**src/rtl/imem_program_loader.sv**
```systemverilog
// imem_program_loader: write-side sequencer for one 16x16 IMEM half.
// Accepts instruction words over a valid/ready handshake and writes them to consecutive
// addresses starting at 0. It then optionally reads the loaded range back and compares
// a readback checksum against the checksum accumulated while loading.
module imem_program_loader #(
   parameter int unsigned DATA_W    = 16,
   parameter int unsigned ADDR_W    = 4,
   parameter bit          VERIFY_EN = 1'b1
) (
   input  logic              CLOCK,
   input  logic              RESET,
   input  logic              START,
   input  logic [ADDR_W:0]   LOAD_COUNT,
   input  logic [DATA_W-1:0] WORD_IN,
   input  logic              WORD_VALID,
   output logic              WORD_READY,
   output logic              WRITE_ENABLE,
   output logic [ADDR_W-1:0] WRITE_SELECT,
   output logic [DATA_W-1:0] IMEM_INPUT,
   output logic [ADDR_W-1:0] READ_SELECT,
   input  logic [DATA_W-1:0] IMEM_OUTPUT,
   output logic              BUSY,
   output logic              DONE,
   output logic              VERIFY_ERROR,
   output logic [ADDR_W:0]   WORD_COUNT
);

   // Full memory depth, expressed in the count width (one bit wider than an address).
   localparam logic [ADDR_W:0] Depth = {1'b1, {ADDR_W{1'b0}}};

   typedef enum logic [2:0] {
      StInit,
      StIdle,
      StLoad,
      StFlush,
      StVerify,
      StDone,
      StError
   } state_e;

   state_e              state_q;
   logic [ADDR_W:0]     target_q;
   logic [ADDR_W:0]     count_q;
   logic [DATA_W-1:0]   sum_load_q;
   logic [DATA_W-1:0]   sum_read_q;
   logic                ready_q;
   logic                we_q;
   logic [ADDR_W-1:0]   wsel_q;
   logic [DATA_W-1:0]   wdata_q;
   logic [ADDR_W-1:0]   rsel_q;
   logic                busy_q;
   logic                done_q;
   logic                err_q;

   logic                accept;
   logic [ADDR_W:0]     count_inc;
   logic [ADDR_W:0]     target_d;
   logic [DATA_W-1:0]   sum_read_inc;
   logic                verify_last;

   // Handshake, counter and checksum helpers derived from current state.
   always_comb begin
      accept       = WORD_VALID & ready_q;
      count_inc    = count_q + 1'b1;
      sum_read_inc = sum_read_q + IMEM_OUTPUT;
      verify_last  = ({1'b0, rsel_q} == (target_q - 1'b1));
      // A count of 0, or anything beyond the memory depth, loads the whole memory.
      if (LOAD_COUNT == '0 || LOAD_COUNT > Depth) begin
         target_d = Depth;
      end else begin
         target_d = LOAD_COUNT;
      end
   end

   // Sequencer FSM with all outputs registered.
   always_ff @(posedge CLOCK) begin
      if (RESET) begin
         state_q    <= StInit;
         target_q   <= '0;
         count_q    <= '0;
         sum_load_q <= '0;
         sum_read_q <= '0;
         ready_q    <= 1'b0;
         we_q       <= 1'b0;
         wsel_q     <= '0;
         wdata_q    <= '0;
         rsel_q     <= '0;
         busy_q     <= 1'b0;
         done_q     <= 1'b0;
         err_q      <= 1'b0;
      end else begin
         // The write strobe lives only in the cycle right after an acceptance.
         we_q <= 1'b0;
         unique case (state_q)
            StInit: begin
               // Covers the IMEM preload cycle; START is not looked at here.
               state_q <= StIdle;
            end
            StIdle, StDone, StError: begin
               if (START) begin
                  target_q   <= target_d;
                  count_q    <= '0;
                  sum_load_q <= '0;
                  sum_read_q <= '0;
                  done_q     <= 1'b0;
                  err_q      <= 1'b0;
                  ready_q    <= 1'b1;
                  busy_q     <= 1'b1;
                  state_q    <= StLoad;
               end
            end
            StLoad: begin
               if (accept) begin
                  we_q       <= 1'b1;
                  wsel_q     <= count_q[ADDR_W-1:0];
                  wdata_q    <= WORD_IN;
                  count_q    <= count_inc;
                  sum_load_q <= sum_load_q + WORD_IN;
                  if (count_inc == target_q) begin
                     ready_q <= 1'b0;
                     state_q <= StFlush;
                  end
               end
            end
            StFlush: begin
               // The final write is on the port this cycle.
               if (VERIFY_EN) begin
                  rsel_q  <= '0;
                  state_q <= StVerify;
               end else begin
                  busy_q  <= 1'b0;
                  done_q  <= 1'b1;
                  state_q <= StDone;
               end
            end
            StVerify: begin
               sum_read_q <= sum_read_inc;
               if (verify_last) begin
                  rsel_q <= '0;
                  busy_q <= 1'b0;
                  if (sum_read_inc == sum_load_q) begin
                     done_q  <= 1'b1;
                     state_q <= StDone;
                  end else begin
                     err_q   <= 1'b1;
                     state_q <= StError;
                  end
               end else begin
                  rsel_q <= rsel_q + 1'b1;
               end
            end
            default: begin
               state_q <= StInit;
            end
         endcase
      end
   end

   assign WORD_READY   = ready_q;
   assign WRITE_ENABLE = we_q;
   assign WRITE_SELECT = wsel_q;
   assign IMEM_INPUT   = wdata_q;
   assign READ_SELECT  = rsel_q;
   assign BUSY         = busy_q;
   assign DONE         = done_q;
   assign VERIFY_ERROR = err_q;
   assign WORD_COUNT   = count_q;

endmodule

```
**config.mk**
```make
export PLATFORM = sky130hd
export DESIGN_NAME = imem_program_loader
export DESIGN_NICKNAME = d
export VERILOG_FILES = /design/src/rtl/imem_program_loader.sv
export SDC_FILE = /design/constraint.sdc
export NUM_CORES = 1
export LEC_CHECK = 0
export ABC_AREA = 1
export CORE_MARGIN = 2
export CORE_UTILIZATION = 53
export CTS_BUF_LIST = sky130_fd_sc_hd__clkbuf_8
export DETAILED_ROUTE_END_ITERATION = 8
export GPL_ROUTABILITY_DRIVEN = 0
export PLACE_DENSITY = 0.75
export RECOVER_POWER = 50
export SETUP_SLACK_MARGIN = 0.3
export SLEW_MARGIN = 20
export SYNTH_ARGS = -nofsm -noshare
export SYNTH_HDL_FRONTEND = slang
export SYNTH_SLANG_ARGS = --single-unit
```
**constraint.sdc**
```tcl
create_clock -name CLOCK -period 5.95 [get_ports CLOCK]
set_input_delay 0.8925 -clock CLOCK [delete_from_list [all_inputs] [get_ports CLOCK]]
set_output_delay 0.8925 -clock CLOCK [all_outputs]
set_load 0.01 [all_outputs]
```
==> results of run 1 <==
[state kept, by name, summed over array words and instances (netlist names)]
name	flops
WORD_COUNT	5
sum_load_q	16
READ_SELECT	4
state_q	3
IMEM_INPUT	16
WRITE_SELECT	4
sum_read_q	16
WRITE_ENABLE	1
BUSY	1
target_q	5
WORD_READY	1
DONE	1
VERIFY_ERROR	1
[layout by cell type (no fill, tap or decap), types with 4 or more instances in the layout]
master,n
sky130_fd_sc_hd__nand3_1,59
sky130_fd_sc_hd__nand3b_1,5
sky130_fd_sc_hd__dfxtp_1,74
sky130_fd_sc_hd__o21ai_0,45
sky130_fd_sc_hd__clkbuf_8,10
sky130_fd_sc_hd__nor2_1,71
sky130_fd_sc_hd__clkdlybuf4s50_1,39
sky130_fd_sc_hd__or2_2,7
sky130_fd_sc_hd__nand2_1,193
sky130_fd_sc_hd__nand4_1,8
sky130_fd_sc_hd__dlygate4sd3_1,35
sky130_fd_sc_hd__a21oi_1,82
sky130_fd_sc_hd__nor3_1,6
sky130_fd_sc_hd__inv_1,82
sky130_fd_sc_hd__a211oi_1,7
sky130_fd_sc_hd__xor2_1,15
sky130_fd_sc_hd__a21oi_2,4
sky130_fd_sc_hd__ha_1,34
sky130_fd_sc_hd__xnor2_1,4
sky130_fd_sc_hd__nand2_2,11
[metrics by stage]
step / hold WS (ns) / instance area [µm²] / std cells / setup WS [ns]
after floorplan: 0.4429 / 5040 / 761 / 3.248
after global placement: 0.4519 / 5871 / 947 / 2.622
after detailed placement: 0.4579 / 5871 / 947 / 2.514
after CTS: 0.4690 / 6037 / 961 / 2.884
after global routing: 0.4804 / 6021 / 961 / 1.398
final: 0.4679 / 6021 / 961 / 1.686
[per-layer routing]
| metal | global-route usage | wire length [µm] |
|---|---|---|
| met5 | 0 | 0 |
| met4 | 0.07484 | 197 |
| met3 | 0.05521 | 791 |
| met2 | 0.4484 | 6210 |
| met1 | 0.3557 | 6282 |
[how the worst min path moves through the flow]
stage / to / slack [ns] / depth (start not counted)
floorplan: sum_read_q[3]$_SDFFE_PP0P_ / 0.44 / 2
global placement: sum_read_q[7]$_SDFFE_PP0P_ / 0.45 / 2
detailed placement: sum_read_q[3]$_SDFFE_PP0P_ / 0.46 / 2
CTS: sum_read_q[3]$_SDFFE_PP0P_ / 0.47 / 2
global route: sum_read_q[3]$_SDFFE_PP0P_ / 0.48 / 2
finish: sum_read_q[3]$_SDFFE_PP0P_ / 0.47 / 2
[tightest hold or removal path: stages (launching register included)]
cell                      delay [ns]
sky130_fd_sc_hd__dfxtp_1        0.32
sky130_fd_sc_hd__nand2_1        0.06
sky130_fd_sc_hd__a21oi_1        0.05
[cell families after synthesis]
family | Yosys count | share of synthesized area
AND/OR/NAND/NOR | 374 | 0.3250
buffers and inverters | 106 | 0.08193
adder cells (fa/ha/maj) | 36 | 0.09235
flip-flops | 74 | 0.2939
XOR/XNOR | 22 | 0.04692
AO/OA/AOI/OAI | 149 | 0.1599
[power by group]
group / total (µW) / switching, µW / internal (µW)
clock: 357 / 198 / 159
sequential: 632 / 62.8 / 570
combinational: 839 / 534 / 305
total: 1830 / 795 / 1030
[layout make-up]
type	count	area (µm²)	area share
Multi-Input combinational cell	581	3137	0.5210
Sequential cell	74	1481	0.2461
Timing Repair Buffer	76	748.2	0.1243
Inverter	87	326.6	0.05424
Tap cell	129	161.4	0.02681
Clock buffer	10	137.6	0.02286
Clock inverter	4	28.78	0.004780
==> run summary, run 1 <==
### Outcome
* **status** finished with violations
* **failing checks** max-capacitance violations, max-slew violations

### Synth
* **EDFF count, synth** 0
* **proportion of register bits with asynchronous set or reset after synthesis** 0
* **Netlist Area Pre-Place** 5040 µm²
* **mean instance size in the synthesized netlist** 6.623 µm²
* **number of distinct library cell variants in the gate-level netlist after synthesis** 40
* **post-synthesis cell count** 761
* **Yosys warning count** 0
* **Seq cells post-synth** 74
* **main flop type after synthesis** sky130_fd_sc_hd__dfxtp_1
* **ranking of synthesized cells by instance count** sky130_fd_sc_hd__nand2_1 (192), sky130_fd_sc_hd__inv_1 (82), sky130_fd_sc_hd__a21oi_1 (81)
* **Yosys top cell by area** sky130_fd_sc_hd__dfxtp_1
* **library cell with the highest instance count after synthesis** sky130_fd_sc_hd__nand2_1
* **Synth Net Count** 838
* **fraction of synthesized cell area taken by the top area cell type** 0.2939
* **sequential share of the synthesized area** 0.2939
* **largest cells by area after synthesis** sky130_fd_sc_hd__dfxtp_1 (29%), sky130_fd_sc_hd__nand2_1 (14%), sky130_fd_sc_hd__ha_1 (8.4%)

### Final layout
* **Final Net Count** 906
* **signed area change from the synthesized netlist to the final layout** 19.46%
* **utilization after layout** 0.6516
* **filler instances** 854
* **# diodes** 0
* **share of final-layout standard cells stronger than drive strength 1** 0.05649

### Power and ir drop
* **PwrDens** 303.7 nW/µm²
* **worst IR drop on VDD** 167.3 µV
* **Design Power** 1828 µW
* **static leakage** 0.002826 µW

### Worst setup path
* **critical path arrival** 4.50 ns
* **crit path capture** DONE$_SDFFE_PP0P_
* **cells on worst reg2reg path** 8
* **endpoint of the worst-slack reg-to-reg timing path** sum_load_q[12]$_SDFFE_PP0P_
* **peak per-stage delay on the critical path** 1.67 ns
* **cell type group with the largest total delay on the critical path** buffers and inverters
* **launching instance or port of the critical path** RESET
* **startpoint of the most critical register-to-register path** state_q[0]$_SDFFE_PP0P_
* **Max Fanout on Critical Path** 48
* **slowest CP cell** sky130_fd_sc_hd__clkbuf_1
* **buffers and inverters on the worst path** 3
* **sequence of cells on the critical path** clkdlybuf4s50_1, clkbuf_1, inv_1, nand2_1, a21oi_1
* **WP depth** 5
* **Crit. End Element** flop
* **setup slack of the worst register-to-register path** 3.09 ns
* **kind of critical path** in2reg
* **Setup crit start kind** primary input
* **worst path required time** 6.19 ns

### Routing
* **Via Count** 5,169
* **wire length reported by the detailed router** 13,480 µm
* **average wire length per cell after detail routing** 14.03 µm
* **remaining routing DRC violations** 0
* **residual antenna-violating net count after detailed routing** 0
* **Iter 0 DRT Violations** 261
* **Via density** 5.379
* **number of detailed-routing iterations run before antenna repair** 5

### Worst hold path
* **hold_sp** sum_read_q[3]$_SDFFE_PP0P_
* **worst hold path class** reg2reg

### Timing
* **Setup-failing EPs final** 0
* **RSZ-0062 raised after global routing** false
* **final worst path period share** 0.7166
* **Final Max Slew Viols** 49
* **max-slew headroom at the worst pin** -0.5687
* **post-layout minimum cycle time** 4.264 ns
* **Final Hold Fails** 0
* **sum of negative setup slack** 0 ns
* **Peak Freq** 234.5 MHz
* **slew at the pin closest to its max-slew limit** 2.353 ns
* **Worst Clk Skew** 0.01304 ns

### Die
* **Top Ports** 75
* **Core Rows** 35
* **Core Footprint** 9240 µm²
* **die area** 10,310 µm²
* **initial core utilization** 0.5454
* **Die Height** 101.5 µm
* **Die W** 101.5 µm

### CTS
* **CTS tree** yes
* **master cell of the clock root buffer** sky130_fd_sc_hd__clkbuf_8
* **total CTS buffers** 9
* **number of setup buffers added after CTS** 0
* **buffer depth of the longest clock path** 2
* **hold-fix buffers at CTS** 0
* **deepest level of the CTS H-tree** 3
* **CTS clock-pin slew for the worst setup and hold paths** 0.08 ns
* **clock latency reported for the late side of the worst-skew pair** 0.35 ns
* **CTS resizes** 0
* **count of clock tree sinks** 74

### Place
* **buffers added on ports** 74
* **detailed placement HPWL** 10,260 µm

### GRT
* **gr usage total** 0.2697
* **total congestion overflow** 0
* **initial antenna violation count** 0
* **vias in the first global route** 4,946
* **first-pass GRT wire length** 22,460 µm
* **pin count of the biggest net entering global routing** 49

### Flow run
* **Max Cap Violations** 1

Note: power is estimated with default switching activity, not from simulation.
==> run 2: changes to the inputs <==
CORE_UTILIZATION = 51   (was 53)
PLACE_DENSITY = 0.76   (was 0.75)
clock period = 3.9 ns   (was 5.95 ns; I/O delays follow)
==> run summary, run 2 (synthesized netlist as in run 1, its figures left out) <==
### Die
* **Die Height** 103.4 µm, +1.9%
* **die area** 10,690 µm², +3.8%
* **Core Rows** 36, +2.9%
* **initial core utilization** 0.5204, -0.02502
* **Die W** 103.4 µm, +1.9%
* **Core Footprint** 9684 µm², +4.8%
* **Top Ports** 75, unchanged

### CTS
* **hold-fix buffers at CTS** 0, unchanged
* **buffer depth of the longest clock path** 2, unchanged
* **clock latency reported for the late side of the worst-skew pair** 0.36 ns, about the same
* **count of clock tree sinks** 74, unchanged
* **total CTS buffers** 9, unchanged
* **CTS tree** yes
* **CTS resizes** 0, unchanged
* **deepest level of the CTS H-tree** 3, unchanged
* **CTS clock-pin slew for the worst setup and hold paths** 0.09 ns, about the same
* **master cell of the clock root buffer** sky130_fd_sc_hd__clkbuf_8
* **number of setup buffers added after CTS** 0, unchanged

### GRT
* **pin count of the biggest net entering global routing** 48, -2.0%
* **initial antenna violation count** 0, unchanged
* **gr usage total** 0.2563, -0.01338
* **met1 global-route usage** 0.3275, -0.02816
* **vias in the first global route** 4,793, -3.1%
* **GR met2 Demand/Resource** 0.4337, -0.01463
* **first-pass GRT wire length** 21,710 µm, -3.3%
* **total congestion overflow** 0, unchanged
* **grt peak-use layer** met2
* **met3 demand-to-capacity share in global routing** 0.04772, -0.007495

### Worst setup path
* **startpoint of the most critical register-to-register path** state_q[0]$_SDFFE_PP0P_
* **worst path required time** 4.19 ns, -2.00 ns
* **slowest CP cell** sky130_fd_sc_hd__nand2_1
* **sequence of cells on the critical path** dlygate4sd3_1, nand2_1, a21oi_1, nand2_1, nor2_4, nor2_4, nor2_1, nand4_1, a21oi_1
* **Crit. End Element** flop
* **Max Fanout on Critical Path** 29, -40%
* **kind of critical path** in2reg
* **setup slack of the worst register-to-register path** 1.09 ns, -2.00 ns
* **endpoint of the worst-slack reg-to-reg timing path** DONE$_SDFFE_PP0P_
* **critical path arrival** 3.17 ns, -1.33 ns
* **cells on worst reg2reg path** 10, +2
* **Setup crit start kind** primary input
* **peak per-stage delay on the critical path** 0.68 ns, -0.99 ns

### Flow run
* **Max Cap Violations** 0, -1

### Timing
* **RSZ-0062 raised after global routing** false
* **max-slew headroom at the worst pin** 0.3169, +0.8856
* **sum of negative setup slack** 0 ns, unchanged
* **slew at the pin closest to its max-slew limit** 1.022 ns, -1.331 ns
* **Final Max Slew Viols** 0, -100%
* **post-layout minimum cycle time** 2.883 ns
* **Worst Clk Skew** 0.01038 ns, -0.002658 ns
* **final worst path period share** 0.7393
* **worst hold slack** 0.4696 ns, +0.001615 ns
* **Peak Freq** 346.8 MHz
* **Final Hold Fails** 0, unchanged
* **final worst-path setup slack** 1.017 ns, -0.6698 ns
* **Setup-failing EPs final** 0, unchanged

### Routing
* **remaining routing DRC violations** 0, unchanged
* **residual antenna-violating net count after detailed routing** 0, unchanged
* **average wire length per cell after detail routing** 13.71 µm, -2.2%
* **Via Count** 5,181, +0.23%
* **wire length reported by the detailed router** 13,260 µm, -1.6%
* **Via density** 5.358, -0.39%
* **Iter 0 DRT Violations** 257, -1.5%
* **number of detailed-routing iterations run before antenna repair** 5, unchanged

### Place
* **buffers added on ports** 74, unchanged
* **detailed placement HPWL** 10,070 µm, -1.9%
* **pre-CTS setup slack** 0.7624 ns, -1.752 ns

### Final layout
* **commonest cells after routing, fill and taps aside** sky130_fd_sc_hd__nand2_1 (193), sky130_fd_sc_hd__inv_1 (83), sky130_fd_sc_hd__a21oi_1 (82)
* **share of final-layout standard cells stronger than drive strength 1** 0.05995, +0.003462
* **signed area change from the synthesized netlist to the final layout** 19.96%
* **# diodes** 0, unchanged
* **most common cell after layout, fill and taps aside** sky130_fd_sc_hd__nand2_1
* **Final Net Count** 906, unchanged

### Power and ir drop
* **PwrDens** 463.2 nW/µm², +53%
* **static leakage** 0.002826 µW, about the same
* **worst IR drop on VDD** 335.3 µV, +100%

### Worst hold path
* **hold depth** 2, unchanged
* **Hold Path Sink** sum_read_q[0]$_SDFFE_PP0P_
* **worst hold path class** reg2reg
* **hold_sp** sum_read_q[0]$_SDFFE_PP0P_

### Outcome
* **status** finished clean

## run 2: cell count changes in the layout (fill, tap and decap cells not counted)
cell / before / now
sky130_fd_sc_hd__dlygate4sd3_1: 35 / 31
sky130_fd_sc_hd__clkinv_4: 0 / 1
sky130_fd_sc_hd__clkbuf_1: 2 / 0
sky130_fd_sc_hd__inv_1: 82 / 83
sky130_fd_sc_hd__clkdlybuf4s50_1: 39 / 43
sky130_fd_sc_hd__buf_4: 0 / 2
## run 2: power by group
group / switching [µW] / internal [µW] / total (µW)
clock: 317 / 249 / 565
combinational: 808 / 467 / 1270
sequential: 91.9 / 869 / 961
total: 1220 / 1580 / 2800
## run 2: worst max-delay path by stage
stage,start,end,slack (ns),depth (start not counted)
2_1_floorplan,IMEM_OUTPUT[0],VERIFY_ERROR$_SDFFE_PP0P_,1.51,17
3_3_place_gp,IMEM_OUTPUT[0],VERIFY_ERROR$_SDFFE_PP0P_,0.89,18
5_1_grt,WORD_VALID,DONE$_SDFFE_PP0P_,0.77,9
4_1_cts,IMEM_OUTPUT[0],VERIFY_ERROR$_SDFFE_PP0P_,1.12,18
3_5_place_dp,IMEM_OUTPUT[0],VERIFY_ERROR$_SDFFE_PP0P_,0.76,18
6_report,WORD_VALID,DONE$_SDFFE_PP0P_,1.02,9
## run 2: final cells by class
type                            count  area (µm²)
Multi-Input combinational cell    581        3137
Inverter                           87       326.6
Fill cell                         917        3638
Sequential cell                    74        1481
Tap cell                          133       166.4
Clock buffer                       10       137.6
Timing Repair Buffer               76       755.7
Clock inverter                      6       41.29
## run 2: worst max-delay path: cells and delay by family
family                 cells  cell delay (ns)
AOI/OAI and AO/OA          2             0.41
buffers and inverters      1             0.53
and+or+nand+nor            6             1.63
## run 2: routing by layer
metal | part of all wire | vias to the layer above
met4 | 0.017 | 0
met3 | 0.063 | 22
met2 | 0.47 | 172
met1 | 0.45 | 2338
met5 | 0 | -
li1 | - | 2649
## run 2: through the flow
stage	power [µW]	util	instances	area [µm²]
after CTS	2819	0.6252	967	6055
after detailed placement	2259	0.6067	951	5876
after global routing	3011	0.6243	967	6046
final	2800	0.6243	967	6046
after global placement	2214	0.6067	951	5876
after floorplan	1912	-	761	5040
==> run 3: changes to the inputs <==
clock period = 2.5 ns   (was 3.9 ns; I/O delays follow)
==> run summary, run 3 (synthesized netlist as in run 1, its figures left out) <==
### Timing
* **max-slew headroom at the worst pin** 0.3154, -0.001555
* **RSZ-0062 raised after global routing** true
* **final worst path period share** 0.9032
* **Final Max Slew Viols** 0, unchanged
* **post-layout minimum cycle time** 2.258 ns
* **Peak Freq** 442.9 MHz
* **final worst-path setup slack** 0.2421 ns, -0.7746 ns
* **Worst Clk Skew** 0.009524 ns, -0.0008557 ns
* **Setup-failing EPs final** 0, unchanged
* **Final Hold Fails** 0, unchanged
* **slew at the pin closest to its max-slew limit** 1.027 ns, +0.004807 ns

### Die
* **Die W** 103.4 µm, unchanged
* **Core Footprint** 9684 µm², unchanged
* **initial core utilization** 0.5204, unchanged
* **die area** 10,690 µm², unchanged
* **Top Ports** 75, unchanged
* **Core Rows** 36, unchanged
* **Die Height** 103.4 µm, unchanged

### Worst setup path
* **peak per-stage delay on the critical path** 0.40 ns, -0.28 ns
* **worst path required time** 2.80 ns, -1.39 ns
* **cells on worst reg2reg path** 13, +3
* **cell type group with the largest total delay on the critical path** simple AND/OR/NAND/NOR gates
* **critical path arrival** 2.56 ns, -0.61 ns
* **slowest CP cell** sky130_fd_sc_hd__clkdlybuf4s50_1
* **WP depth** 12, +3
* **Setup crit start kind** primary input
* **Max Fanout on Critical Path** 5, -83%
* **Crit. End Element** flop
* **buffers and inverters on the worst path** 2, +1
* **sequence of cells on the critical path** clkdlybuf4s50_1, ha_1, nand2_1, nand2_1, a21oi_2, nand2_2, buf_4, xnor3_1, nand3_1, nor3_4, nand4_1, a21oi_2
* **kind of critical path** in2reg

### Final layout
* **# diodes** 0, unchanged
* **filler instances** 824, -10%
* **area used by multi-input combinational logic** 3388 µm², +8.0%
* **signed area change from the synthesized netlist to the final layout** 34.11%
* **commonest cells after routing, fill and taps aside** sky130_fd_sc_hd__nand2_1 (182), sky130_fd_sc_hd__inv_1 (78), sky130_fd_sc_hd__a21oi_1 (77)
* **Sequential cell area** 1484 µm², +0.17%
* **Final Net Count** 967, +6.7%
* **utilization after layout** 0.6979, +0.07364
* **most common cell after layout, fill and taps aside** sky130_fd_sc_hd__nand2_1
* **share of final-layout standard cells stronger than drive strength 1** 0.1799, +0.1199

### CTS
* **clock latency reported for the late side of the worst-skew pair** 0.37 ns, about the same
* **deepest level of the CTS H-tree** 3, unchanged
* **CTS tree** yes
* **count of clock tree sinks** 74, unchanged
* **hold-fix buffers at CTS** 0, unchanged
* **CTS clock-pin slew for the worst setup and hold paths** 0.08 ns, about the same
* **total CTS buffers** 9, unchanged
* **buffer depth of the longest clock path** 2, unchanged
* **master cell of the clock root buffer** sky130_fd_sc_hd__clkbuf_8

### Place
* **pre-CTS setup slack** -0.3762 ns, -1.139 ns
* **detailed placement HPWL** 10,440 µm, +3.6%
* **buffers added on ports** 74, unchanged

### GRT
* **first-pass GRT wire length** 22,980 µm, +5.8%
* **initial antenna violation count** 0, unchanged
* **vias in the first global route** 5,110, +6.6%
* **gr usage total** 0.2721, +0.01577
* **total congestion overflow** 0, unchanged
* **pin count of the biggest net entering global routing** 48, unchanged

### Worst hold path
* **hold depth** 3, +1
* **worst hold path class** in2reg

### Power and ir drop
* **worst IR drop on VDD** 485.4 µV, +45%
* **static leakage** 0.003165 µW, +12%
* **PwrDens** 706.6 nW/µm², +53%

### Flow run
* **Max Cap Violations** 0, unchanged

### Outcome
* **status** finished clean

### Routing
* **average wire length per cell after detail routing** 14.01 µm, +2.2%
* **residual antenna-violating net count after detailed routing** 0, unchanged
* **remaining routing DRC violations** 0, unchanged
* **wire length reported by the detailed router** 14,400 µm, +8.6%
* **Via Count** 5,425, +4.7%
* **number of detailed-routing iterations run before antenna repair** 5, unchanged
* **Iter 0 DRT Violations** 281, +9.3%
* **Via density** 5.277, -1.5%

-- run 3: area by class of cell --
class	count	share of cell area
clock buffer	10	0.02036
tap	133	0.02462
clock inverter	6	0.006109
sequential	74	0.2195
inverter	87	0.04832
timing repair buffer	137	0.1797
multi-input combinational	581	0.5013
-- run 3: final timing paths --
kind	startpoint	to	slack, ns
max reg2reg	sum_read_q[0]$_SDFFE_PP0P_	state_q[0]$_SDFFE_PP0P_	0.26
min reg2reg	sum_read_q[14]$_SDFFE_PP0P_	sum_read_q[14]$_SDFFE_PP0P_	0.47
max	IMEM_OUTPUT[4]	state_q[0]$_SDFFE_PP0P_	0.24
min	WORD_IN[0]	IMEM_INPUT[0]$_SDFFE_PP0P_	0.32
-- run 3: layer usage --
layer / vias up / track usage / routed length, µm
met5: - / 0 / 0
met3: 27 / 0.04906 / 694
li1: 2758 / - / -
met1: 2508 / 0.3447 / 6442
met2: 132 / 0.4610 / 6961
met4: 0 / 0.1032 / 305
-- run 3: stage by stage --
step | power, µW | cells | hold slack [ns] | area [µm²] | setup TNS [ns]
finish | 4776 | 1028 | 0.3209 | 6759 | 0
global route | 5115 | 1028 | 0.3491 | 6759 | 0
CTS | 4694 | 1026 | 0.4710 | 6594 | 0
detailed placement | 3758 | 1007 | 0.4573 | 6296 | -2.512
global placement | 3677 | 1007 | 0.4518 | 6296 | -1.675
floorplan | 2982 | 761 | 0.4429 | 5040 | 0
-- run 3: power breakdown --
part	leakage (µW)	internal [µW]	switching [µW]
clock network	0.0000901	387	494
registers	0.000601	1360	156
logic	0.00247	1000	1380
total	0.00317	2750	2030
-- run 3: what timing repair did --
item | in CTS | in global routing
pin swaps | 16 | 23
resized for setup | 29 | 40
endpoints found under the setup margin | 11 | 14
setup buffers | 3 | 2
-- run 3: tightest hold or removal path: cells and delay by family --
kind,cells,cell delay [ns]
buffers and inverters,1,0.13
AND/OR/NAND/NOR,2,0.15
